<file path="src/rtl/fp32_mul_seq.sv">
// Sequential FP32 multiplier: 24-cycle shift-add mantissa product, then normalize and round.
// Denormals flush to zero; special operands bypass the arithmetic but keep the same latency.
module fp32_mul_seq (
    input  logic        clk,
    input  logic        rst,
    input  logic        start_i,
    input  logic [31:0] opa_i,
    input  logic [31:0] opb_i,
    input  logic [1:0]  rmode_i,
    output logic        ready_o,
    output logic [31:0] output_o,
    output logic        ine_o,
    output logic        overflow_o,
    output logic        underflow_o,
    output logic        inf_o,
    output logic        zero_o,
    output logic        qnan_o,
    output logic        snan_o
);

    localparam int unsigned MUL_CYCLES = 24;

    localparam logic [2:0] StIdle  = 3'd0;
    localparam logic [2:0] StMul   = 3'd1;
    localparam logic [2:0] StNorm  = 3'd2;
    localparam logic [2:0] StRound = 3'd3;
    localparam logic [2:0] StDone  = 3'd4;

    logic [2:0]  state_q, state_d;
    logic [4:0]  cnt_q;
    logic        accept;

    logic [31:0] opa_q, opb_q;
    logic [1:0]  rmode_q;

    logic [47:0] acc_q, mcand_q;
    logic [23:0] mplier_q;

    logic [23:0]        mant_q, mant_n;
    logic               guard_q, guard_n;
    logic               sticky_q, sticky_n;
    logic signed [9:0]  exp_q, exp_n;

    logic               sign;
    logic               inc;
    logic [24:0]        mant_sum;
    logic [22:0]        mant_r;
    logic signed [9:0]  exp_r;
    logic               ovf_to_inf;

    logic        a_zero, b_zero, a_inf, b_inf, a_nan, b_nan;
    logic        any_snan, any_qnan, inv_op;

    logic [31:0] res_d;
    logic        ine_d, overflow_d, underflow_d, inf_d, zero_d, qnan_d, snan_d;

    // Zero exponent (zero or denormal) contributes a zero significand.
    function automatic logic [23:0] sig_of(input logic [31:0] x);
        sig_of = (x[30:23] == 8'd0) ? 24'd0 : {1'b1, x[22:0]};
    endfunction

    assign accept  = start_i && ((state_q == StIdle) || (state_q == StDone));
    assign ready_o = (state_q == StDone);

    always_comb begin
        state_d = state_q;
        case (state_q)
            StIdle:  if (start_i) state_d = StMul;
            StMul:   if (cnt_q == 5'(MUL_CYCLES - 1)) state_d = StNorm;
            StNorm:  state_d = StRound;
            StRound: state_d = StDone;
            StDone:  state_d = start_i ? StMul : StIdle;
            default: state_d = StIdle;
        endcase
    end

    // Operand classification from the captured operands.
    always_comb begin
        sign     = opa_q[31] ^ opb_q[31];
        a_zero   = (opa_q[30:23] == 8'd0);
        b_zero   = (opb_q[30:23] == 8'd0);
        a_inf    = (opa_q[30:23] == 8'hFF) && (opa_q[22:0] == 23'd0);
        b_inf    = (opb_q[30:23] == 8'hFF) && (opb_q[22:0] == 23'd0);
        a_nan    = (opa_q[30:23] == 8'hFF) && (opa_q[22:0] != 23'd0);
        b_nan    = (opb_q[30:23] == 8'hFF) && (opb_q[22:0] != 23'd0);
        any_snan = (a_nan && !opa_q[22]) || (b_nan && !opb_q[22]);
        any_qnan = (a_nan && opa_q[22]) || (b_nan && opb_q[22]);
        inv_op   = (a_inf && b_zero) || (b_inf && a_zero);
    end

    // Normalization of the 48-bit product.
    always_comb begin
        exp_n = $signed({2'b00, opa_q[30:23]}) + $signed({2'b00, opb_q[30:23]}) - 10'sd127
              + (acc_q[47] ? 10'sd1 : 10'sd0);
        if (acc_q[47]) begin
            mant_n   = acc_q[47:24];
            guard_n  = acc_q[23];
            sticky_n = |acc_q[22:0];
        end else begin
            mant_n   = acc_q[46:23];
            guard_n  = acc_q[22];
            sticky_n = |acc_q[21:0];
        end
    end

    // Rounding increment and mantissa carry-out.
    always_comb begin
        inc = 1'b0;
        case (rmode_q)
            2'd0:    inc = guard_q & (sticky_q | mant_q[0]);
            2'd1:    inc = 1'b0;
            2'd2:    inc = (guard_q | sticky_q) & ~sign;
            default: inc = (guard_q | sticky_q) & sign;
        endcase
        mant_sum   = {1'b0, mant_q} + {24'd0, inc};
        mant_r     = mant_sum[24] ? mant_sum[23:1] : mant_sum[22:0];
        exp_r      = exp_q + (mant_sum[24] ? 10'sd1 : 10'sd0);
        ovf_to_inf = (rmode_q == 2'd0) || ((rmode_q == 2'd2) && !sign)
                   || ((rmode_q == 2'd3) && sign);
    end

    // Final result selection; NaN cases take priority over inf and zero.
    always_comb begin
        res_d       = 32'd0;
        ine_d       = 1'b0;
        overflow_d  = 1'b0;
        underflow_d = 1'b0;
        inf_d       = 1'b0;
        zero_d      = 1'b0;
        qnan_d      = 1'b0;
        snan_d      = 1'b0;
        if (any_snan || any_qnan || inv_op) begin
            res_d  = 32'h7FC0_0000;
            snan_d = any_snan;
            qnan_d = any_qnan || inv_op;
        end else if (a_inf || b_inf) begin
            res_d = {sign, 8'hFF, 23'd0};
            inf_d = 1'b1;
        end else if (a_zero || b_zero) begin
            res_d  = {sign, 31'd0};
            zero_d = 1'b1;
        end else if (exp_r >= 10'sd255) begin
            overflow_d = 1'b1;
            ine_d      = 1'b1;
            if (ovf_to_inf) begin
                res_d = {sign, 8'hFF, 23'd0};
                inf_d = 1'b1;
            end else begin
                res_d = {sign, 31'h7F7F_FFFF};
            end
        end else if (exp_r <= 10'sd0) begin
            res_d       = {sign, 31'd0};
            underflow_d = 1'b1;
            ine_d       = 1'b1;
            zero_d      = 1'b1;
        end else begin
            res_d = {sign, exp_r[7:0], mant_r};
            ine_d = guard_q | sticky_q;
        end
    end

    always_ff @(posedge clk or posedge rst) begin
        if (rst) begin
            state_q     <= StIdle;
            cnt_q       <= 5'd0;
            opa_q       <= 32'd0;
            opb_q       <= 32'd0;
            rmode_q     <= 2'd0;
            acc_q       <= 48'd0;
            mcand_q     <= 48'd0;
            mplier_q    <= 24'd0;
            mant_q      <= 24'd0;
            guard_q     <= 1'b0;
            sticky_q    <= 1'b0;
            exp_q       <= 10'sd0;
            output_o    <= 32'd0;
            ine_o       <= 1'b0;
            overflow_o  <= 1'b0;
            underflow_o <= 1'b0;
            inf_o       <= 1'b0;
            zero_o      <= 1'b0;
            qnan_o      <= 1'b0;
            snan_o      <= 1'b0;
        end else begin
            state_q <= state_d;
            if (accept) begin
                opa_q    <= opa_i;
                opb_q    <= opb_i;
                rmode_q  <= rmode_i;
                acc_q    <= 48'd0;
                mcand_q  <= {24'd0, sig_of(opa_i)};
                mplier_q <= sig_of(opb_i);
                cnt_q    <= 5'd0;
            end else if (state_q == StMul) begin
                if (mplier_q[0]) acc_q <= acc_q + mcand_q;
                mcand_q  <= {mcand_q[46:0], 1'b0};
                mplier_q <= {1'b0, mplier_q[23:1]};
                cnt_q    <= cnt_q + 5'd1;
            end
            if (state_q == StNorm) begin
                mant_q   <= mant_n;
                guard_q  <= guard_n;
                sticky_q <= sticky_n;
                exp_q    <= exp_n;
            end
            if (state_q == StRound) begin
                output_o    <= res_d;
                ine_o       <= ine_d;
                overflow_o  <= overflow_d;
                underflow_o <= underflow_d;
                inf_o       <= inf_d;
                zero_o      <= zero_d;
                qnan_o      <= qnan_d;
                snan_o      <= snan_d;
            end
        end
    end

endmodule

</file>
<file path="config.mk">
export PLATFORM = sky130hd
export DESIGN_NAME = fp32_mul_seq
export DESIGN_NICKNAME = d
export VERILOG_FILES = /design/src/rtl/fp32_mul_seq.sv
export SDC_FILE = /design/constraint.sdc
export NUM_CORES = 1
export LEC_CHECK = 0
export CORE_MARGIN = 10
export CORE_UTILIZATION = 45
export CTS_CLUSTER_DIAMETER = 50
export CTS_CLUSTER_SIZE = 20
export DETAILED_ROUTE_END_ITERATION = 10
export HOLD_SLACK_MARGIN = 0.08
export PLACE_DENSITY = 0.7
export SLEW_MARGIN = 20
export SYNTH_ARGS = -nofsm -noshare
export SYNTH_HDL_FRONTEND = slang
export SYNTH_SLANG_ARGS = --single-unit
</file>
<file path="constraint.sdc">
create_clock -name clk -period 8.3 [get_ports clk]
set_input_delay 1.245 -clock clk [delete_from_list [all_inputs] [get_ports clk]]
set_output_delay 1.245 -clock clk [all_outputs]
set_load 0.05 [all_outputs]
</file>
==> results of run 1 <==
## path summary, 6_finish.rpt
check	from	endpoint	slack (ps)
worst max-delay path	opb_q[31]	output_o[10]	2580
worst min register to register	opa_q[20]	opa_q[20]	480
worst min-delay path	opa_q[20]	opa_q[20]	480
worst max register to register	opb_q[31]	output_o[10]	2580
min in group asynchronous	rst	output_o[14]	1200
max in group asynchronous	rst	opa_q[7]	5760
## metal layers
metal	vias up	global-route usage (%)	routed length [µm]
li1	5894	-	-
met1	5828	23.6	17000
met2	236	29.8	17500
met3	58	2.71	1540
met4	0	4.73	906
met5	-	0	0
## area by class of cell
class	instances	area, µm²	share of cell area (%)
Inverter	35	135	0.783
Tap cell	442	553	3.21
Clock inverter	23	343	1.99
Clock buffer	33	782	4.53
Timing Repair Buffer	120	1180	6.86
Multi-Input combinational cell	1227	7530	43.6
Sequential cell	269	6730	39.0
## registers in the layout (all words and copies together), names as in the netlist, 2 cells and up
register  flops
acc_q        48
mcand_q      48
opa_q        32
opb_q        32
output_o     32
mant_q       24
mplier_q     24
exp_q        10
cnt_q         5
state_q       3
rmode_q       2
## metrics by stage
step / instance area (µm²) / setup slack, ps
2_1_floorplan: 14700 / 3500
3_3_place_gp: 16100 / 2740
3_5_place_dp: 16100 / 2670
4_1_cts: 17300 / 2610
5_1_grt: 17300 / 2140
6_report: 17300 / 2580
## where the power goes
part           switching [µW]  total, µW  internal [µW]
clock network             623       1470            845
logic                    1520       2570           1050
registers                 393       2170           1780
total                    2530       6210           3670
## cell families (layout without fill, tap and decap cells)
| family | count (synthesis) | after routing | share of synthesized area, % |
|---|---|---|---|
| buffers and inverters | 116 | 211 | 2.98 |
| AND/OR/NAND/NOR | 610 | 610 | 18.5 |
| XOR/XNOR | 74 | 74 | 4.42 |
| AO/OA/AOI/OAI | 400 | 400 | 17.1 |
| flip-flops | 269 | 269 | 45.9 |
| adder cells (fa/ha/maj) | 71 | 71 | 6.16 |
| multiplexers | 72 | 72 | 4.91 |
## layout by cell type, fill, tap and decap left out, drive strengths merged, types with 6 or more instances in the layout
cell / count
and2: 7
a21o: 32
ha: 69
o31ai: 6
inv: 46
nand2b: 10
xor2: 44
a22o: 24
xnor2: 30
a211oi: 8
mux2i: 72
o21ai: 134
nor3: 14
or4: 9
nand2: 349
a21oi: 86
dfrtp: 269
clkbuf: 33
nor2: 60
clkinv: 6
nand3b: 6
nand3: 79
o21bai: 7
nor4: 19
nand4: 19
nor2b: 13
clkdlybuf4s50: 108
o22ai: 52
buf: 12
and3: 13
## synthesized netlist by cell type (30+ instances only)
cell      number  share of area (%)
nand3_1       79                2.7
a21o_1        32                1.6
xnor2_1       30                1.8
o22ai_1       52                2.2
mux2i_1       72                4.9
nor2_1        60                1.5
ha_1          69                5.9
nand2_1      349                8.9
o21ai_1       30                1.0
clkbuf_1      69                1.8
dfrtp_1      269                 46
inv_1         33               0.84
o21ai_0      104                3.5
xor2_1        44                2.6
a21oi_1       84                2.9
## worst max-delay path: cells and delay by family, from the launching register on
family,cells,cell delay (ps)
simple gates,8,2530
fa+ha+maj,5,1260
compound gates,5,1020
flops,1,400
xor+xnor,2,380
buf+inv,1,70
==> results.py, run 1 <==
metrics = {
    "status": {
        "outcome": "completed",
    },
    "pwr": {
        "vdd_drop_max_mv": 0.199,
        "power_uw": 6210,
        "power_density_mw_per_mm2": 360,
        "p_leak_uw": 0.00810,
    },
    "die": {
        "num_rows": 66,
        "chipWidth_um": 201,
        "initial_core_util_pct": 45.3,
        "core_area_mm2": 0.0324,
        "die_area_mm2": 0.0402,
        "num_io_pins": 109,
        "fp.dieH_um": 201,
    },
    "global_routing": {
        "gr-usage-all-layers_pct": 17.8,
        "grt_max_degree": 166,
        "grt_pass1_wl_um": 61600,
        "grt_overflow": 0,
        "antenna_found_initial": 0,
        "grt_pass1_vias": 12000,
    },
    "detailed_routing": {
        "drt-pass1-iter-count": 5,
        "ant_nets": 0,
        "routed_wl_um": 36900,
        "vias": 12000,
        "vias_per_cell": 5.59,
        "drtIter0Drc": 773,
        "drcViolationCount": 0,
        "post_drt_wl_per_cell_um": 17.2,
    },
    "cells_and_area": {
        "fillCellCount": 2998,
        "fin_nets": 1823,
        "antenna_cells": 0,
        "instances_no_fill": 2149,
        "area_growth_pct": 17.6,
        "fin_util_pct": 53.3,
        "drive_gt1_share_pct": 5.04,
    },
    "sta": {
        "max_freq_mhz": 175,
        "rsz0062_at_grt": "no",
        "hold_violations": 0,
        "relSlewSlack_pct": 30.6,
        "final-setup-viol-count": 0,
        "slew_violations": 0,
        "holdWs_ps": 479,
        "setup_tns_ps": 0,
        "period_needed_ps": 5720,
        "fin_skew_ps": 28.0,
        "tightest_slew_ps": 1040,
        "fin_crit_sh_pct": 68.9,
    },
    "logic_synthesis": {
        "synth-seq-cells": 269,
        "syn_nets": 1752,
        "synth_warnings": 0,
        "synthesis.area_mm2": 0.0147,
        "ys_types": 70,
        "async_reset_ff_share_pct": 100,
        "ys_seq_area_share_pct": 45.9,
        "synth-edff-count": 0,
        "synthFlopType": "dfrtp_1",
        "synth.avg_cell_area_um2": 9.10,
        "syn_inst": 1612,
    },
    "clocking": {
        "cts_inserted_buffers": 30,
        "max-clock-path-buffers": 3,
        "h-tree-depth": 1,
        "cts_resized": 0,
        "cts_setup_buffers": 0,
        "cts.sinks": 269,
        "clock_latency_ps": 580,
        "cts_tree": "built",
        "root_buffer": "clkbuf_16",
        "cts.hold.buffers_added": 0,
        "path_clk_slew_ps": 70,
    },
    "flow_run": {
        "drv.max_cap_violation_count": 0,
    },
    "worst_setup_path": {
        "slowest_delay_ps": 880,
        "critical_path_class": "register to register",
        "cp.arrival_ps": 6230,
        "end_kind": "register",
        "crit_path_top_delay_cell": "nor3_2",
        "critPathMaxFanout": 17,
        "reg2regPathDepth": 21,
        "cp-start-kind": "register",
        "crit_top_cell": "ha_1",
        "worstPathCellList": "xor2_1 > inv_1 > ha_1 > nor2b_1 > a21oi_1 > o22ai_1 > ha_1 > ha_1 > nand2_1 > nor2_1 > nand3_1 > nor2_1 > ha_1 > ha_1 > nand3_1 > or2_1 > xnor2_1 > a41oi_1 > o41ai_2 > nor3_2 > a22o_1",
        "cp.required_ps": 8810,
    },
    "place": {
        "portBuffers": 108,
        "dp.final_hpwl_um": 26300,
        "placedCellCount": 2093,
        "gp_congestion": 0.889,
    },
    "min_path": {
        "hold_depth": 2,
        "hp-class": "register to register",
    },
}
Note: power is estimated with default switching activity, not from simulation.
==> run 2, diff against run 1 <==
Settings changed: PLACE_DENSITY 0.7 to 0.68.
Clock period 8.3 ns to 5.7 ns, I/O delays scaled along.
==> results.py, run 2 (synthesis results as in run 1) <==
metrics = {
    "cells_and_area": {
        "final_common_cell": "nand2_1",
        "layout_common_cells": "nand2_1 (347), dfrtp_1 (269), clkdlybuf4s50_1 (108)",
        "area_growth_pct": 17.8,
        "ff_latch_area_mm2": 0.00673,
        "drive_gt1_share_pct": 5.32,
        "fin_nets": 1827,
        "multi_input_area_mm2": 0.00753,
        "fillCellCount": 2970,
        "reg_top3": "acc_q (48), mcand_q (48)",
        "antenna_cells": 0,
    },
    "sta": {
        "final-setup-viol-count": 0,
        "period_needed_ps": 5190,
        "tightest_slew_ps": 1010,
        "fin_crit_sh_pct": 91.1,
        "max_freq_mhz": 193,
        "setup_ws_ps": 506,
        "slew_violations": 0,
        "rsz0062_at_grt": "no",
        "setup_tns_ps": 0,
        "relSlewSlack_pct": 32.2,
        "fin_skew_ps": 21.5,
        "hold_violations": 0,
    },
    "global_routing": {
        "grt_max_degree": 171,
        "gr-usage-all-layers_pct": 17.9,
        "busiest_layer": "met2",
        "grt_pass1_wl_um": 61800,
        "grt_pass1_vias": 11900,
        "antenna_found_initial": 0,
        "grt_use_met2_pct": 30.7,
        "met1_usage_pct": 23.8,
        "met3_usage_pct": 2.40,
        "grt_overflow": 0,
    },
    "clocking": {
        "cts_inserted_buffers": 31,
        "max-clock-path-buffers": 3,
        "cts_resized": 0,
        "cts.hold.buffers_added": 0,
        "clock_latency_ps": 570,
        "cts.sinks": 269,
        "cts_setup_buffers": 0,
        "h-tree-depth": 1,
        "path_clk_slew_ps": 70,
        "cts_tree": "built",
        "root_buffer": "clkbuf_16",
    },
    "worst_setup_path": {
        "crit_buf_inv": 2,
        "cp-start-kind": "register",
        "r2r_end": "output_o[4]",
        "crit_path_top_delay_cell": "nor3_2",
        "slowest_delay_ps": 820,
        "reg2reg_slack_ps": 510,
        "r2r_start": "opb_q[31]",
        "critical_path_class": "register to register",
        "end_kind": "register",
        "cp.arrival_ps": 5700,
        "crit_top_cell": "ha_1",
        "cp.required_ps": 6200,
        "reg2regPathDepth": 22,
        "crit_family": "simple AND/OR/NAND/NOR gates",
        "worstPathCellList": "xor2_1 > inv_1 > ha_1 > nor2b_1 > a21oi_1 > o22ai_1 > ha_1 > ha_1 > nand2_1 > nor2_1 > nand3_1 > nor2_1 > ha_1 > ha_1 > nand3_1 > or2_1 > xnor2_1 > a41oi_1 > o41ai_2 > buf_4 > nor3_2 > a22o_1",
        "critPathMaxFanout": 17,
    },
    "die": {
        "num_rows": 66,
        "num_io_pins": 109,
        "fp.dieH_um": 201,
        "core_area_mm2": 0.0324,
        "die_area_mm2": 0.0402,
        "initial_core_util_pct": 45.3,
        "chipWidth_um": 201,
    },
    "place": {
        "place_ws_ps": 472,
        "dp.final_hpwl_um": 26600,
        "gp_congestion": 0.893,
        "portBuffers": 108,
    },
    "pwr": {
        "vdd_drop_max_mv": 0.347,
        "power_density_mw_per_mm2": 522,
        "p_leak_uw": 0.00812,
    },
    "detailed_routing": {
        "vias_per_cell": 5.56,
        "drtIter0Drc": 801,
        "post_drt_wl_per_cell_um": 17.0,
        "drt-pass1-iter-count": 5,
        "routed_wl_um": 36700,
        "vias": 12000,
        "drcViolationCount": 0,
        "ant_nets": 0,
    },
    "status": {
        "outcome": "completed",
    },
    "min_path": {
        "hp-class": "register to register",
        "hold_depth": 1,
        "hold_end": "zero_o",
        "hold_start": "zero_o",
    },
    "flow_run": {
        "drv.max_cap_violation_count": 0,
    },
}
## run 2: cell types whose count changed in the layout (fill, tap and decap cells not counted), moves of 2 or more
cell	previous run	this run
buf_4	11	13
clkbuf_8	2	0
inv_6	3	9
inv_8	8	5
## run 2: how the worst max path moves through the flow
stage	cells after the start	to	start	slack, ps
finish	22	output_o[4]	opb_q[31]	510
global route	22	output_o[14]	opb_q[31]	20
CTS	22	output_o[4]	opb_q[31]	470
detailed placement	22	output_o[4]	opb_q[31]	470
global placement	22	output_o[10]	opb_q[31]	670
floorplan	23	output_o[0]	opb_q[31]	1020
## run 2: metal layers
metal | share of wire (%) | wire, µm
met1 | 46 | 16900
met5 | 0 | 0
met4 | 1.7 | 613
met2 | 48 | 17700
met3 | 3.9 | 1440
## run 2: stage by stage
stage	instances	instance area, µm²	power (µW)	hold WS (ps)	utilization, %
floorplan	1612	14700	5940	443	-
global placement	2096	16200	6800	460	49.9
detailed placement	2096	16200	6910	464	49.9
CTS	2154	17300	9070	481	53.4
global route	2154	17300	9720	498	53.4
finish	2154	17300	9020	475	53.4
## run 2: power breakdown
group / internal, µW / leakage (µW) / switching, µW
Clock: 1190 / 0.000540 / 931
Sequential: 2590 / 0.00329 / 569
Combinational: 1540 / 0.00429 / 2200
## run 2: layout make-up
| type | instances | area share (%) |
|---|---|---|
| inverter | 35 | 0.782 |
| sequential | 269 | 38.9 |
| clock buffer | 32 | 4.51 |
| multi-input combinational | 1227 | 43.6 |
| clock inverter | 26 | 1.96 |
| timing repair buffer | 123 | 7.05 |
| tap | 442 | 3.20 |
==> run 3, diff against run 2 <==
Settings changed: PLACE_DENSITY 0.68 to 0.7.
Clock period 5.7 ns to 4.6 ns, I/O delays scaled along.
==> results.py, run 3 (synthesis results as in run 1) <==
metrics = {
    "status": {
        "outcome": "completed",
    },
    "worst_setup_path": {
        "slowest_delay_ps": 430,
        "reg2reg_slack_ps": 200,
        "r2r_start": "opb_q[31]",
        "critical_path_class": "register to register",
        "critPathMaxFanout": 17,
        "cp-start-kind": "register",
        "cp.required_ps": 5050,
        "crit_path_top_delay_cell": "o41ai_2",
        "worstPathCellList": "xor2_2 > inv_1 > ha_1 > nor2b_2 > a21oi_1 > o22ai_1 > ha_2 > ha_4 > nand2_1 > nor2_2 > nand3_2 > nor2_4 > ha_2 > ha_4 > nand3_1 > or2_4 > xnor2_2 > a41oi_2 > o41ai_2 > buf_4 > buf_4 > nor3_4 > buf_12 > a22o_1",
        "cp.arrival_ps": 4850,
        "startpoint": "opb_q[31]",
        "end_kind": "register",
    },
    "flow_run": {
        "drv.max_cap_violation_count": 0,
    },
    "clocking": {
        "cts_tree": "built",
        "clock_latency_ps": 560,
        "max-clock-path-buffers": 3,
        "cts.sinks": 269,
        "h-tree-depth": 1,
        "cts_inserted_buffers": 30,
        "cts.hold.buffers_added": 0,
        "path_clk_slew_ps": 60,
        "root_buffer": "clkbuf_16",
    },
    "global_routing": {
        "gr-usage-all-layers_pct": 17.8,
        "grt_pass1_wl_um": 61500,
        "grt_pass1_vias": 12000,
        "antenna_found_initial": 0,
        "grt_max_degree": 167,
        "grt_overflow": 0,
    },
    "die": {
        "num_rows": 66,
        "initial_core_util_pct": 45.3,
        "chipWidth_um": 201,
        "die_area_mm2": 0.0402,
        "num_io_pins": 109,
        "fp.dieH_um": 201,
        "core_area_mm2": 0.0324,
    },
    "cells_and_area": {
        "fin_nets": 1838,
        "drive_gt1_share_pct": 6.56,
        "area_growth_pct": 18.4,
        "antenna_cells": 0,
        "final_common_cell": "nand2_1",
        "reg_top3": "acc_q (48), mcand_q (48)",
        "fin_util_pct": 53.7,
        "stdcell_area_mm2": 0.0174,
        "fillCellCount": 2957,
        "layout_common_cells": "nand2_1 (347), dfrtp_1 (269), clkdlybuf4s50_1 (108)",
    },
    "detailed_routing": {
        "ant_nets": 0,
        "vias_per_cell": 5.57,
        "routed_wl_um": 36700,
        "drtIter0Drc": 757,
        "vias": 12000,
        "drt-pass1-iter-count": 5,
        "post_drt_wl_per_cell_um": 16.9,
        "drcViolationCount": 0,
    },
    "sta": {
        "max_freq_mhz": 227,
        "relSlewSlack_pct": 35.3,
        "tightest_slew_ps": 970,
        "fin_skew_ps": 13.6,
        "hold_violations": 0,
        "fin_crit_sh_pct": 95.7,
        "slew_violations": 0,
        "holdWs_ps": 422,
        "final-setup-viol-count": 0,
        "period_needed_ps": 4400,
    },
    "place": {
        "dpl_cell_area_mm2": 0.0162,
        "gp_congestion": 0.908,
        "portBuffers": 108,
        "dp.final_hpwl_um": 26300,
    },
    "pwr": {
        "power_uw": 11000,
        "p_leak_uw": 0.00815,
        "power_density_mw_per_mm2": 635,
        "vdd_drop_max_mv": 0.422,
    },
    "min_path": {
        "hp-class": "primary input to asynchronous set/reset pin",
    },
}
[run 3: cell count changes in the layout (fill, tap and decap cells not counted), sizes merged]
cell	delta
buf	+12
inv	-4
clkbuf	+3
bufinv	-1
clkinv	+1
clkinvlp	-1
[run 3: layout make-up]
cell class,instances,area [µm²],share of cell area [%]
clock buffer,35,791,4.55
clock inverter,21,239,1.37
inverter,35,135,0.777
multi-input combinational,1227,7620,43.9
sequential,269,6730,38.7
tap,442,553,3.18
timing repair buffer,135,1310,7.53
[run 3: per-stage QoR]
step	worst slack (ps)	TNS (ps)	instances
2_1_floorplan	24.5	0	1612
6_report	197	0	2164
4_1_cts	25.4	0	2162
3_5_place_dp	-268	-4560	2103
3_3_place_gp	-44.0	-718	2103
5_1_grt	-97.6	-1200	2164
[run 3: report_power, final]
part           total, µW  internal, µW  switching [µW]
Combinational       4650          1930            2730
Clock               2460          1390            1070
Sequential          3920          3210             716
Total              11000          6530            4510
[run 3: critical path, delay by kind of cell, from the launching register on]
family	cells	cell delay [ps]
AND/OR/NAND/NOR	8	990
AO/OA/AOI/OAI	5	1010
adder cells (fa/ha/maj)	5	1050
XOR/XNOR	2	330
flip-flops	1	410
buffers and inverters	4	490
[run 3: worst paths after layout]
kind	cells after the start	to
max	24	output_o[7]
min	2	mant_q[12]
max reg2reg	24	output_o[7]
min reg2reg	2	qnan_o
max in group asynchronous	3	opa_q[20]
min in group clk	2	qnan_o
[run 3: routing by layer]
layer | global-route usage (%) | part of all wire (%) | vias to the layer above
li1 | - | - | 5929
met3 | 2.49 | 4.6 | 56
met5 | 0 | 0 | -
met4 | 4.33 | 2.1 | 0
met2 | 29.9 | 48 | 287
met1 | 23.7 | 46 | 5774
[run 3: what timing repair did]
item,4_1_cts,5_1_grt
setup endpoints to repair,30,34
endpoints found under the hold margin,0,0
setup buffers,3,2
pin swaps,4,7
gates cloned,0,0
gates resized for setup,7,12
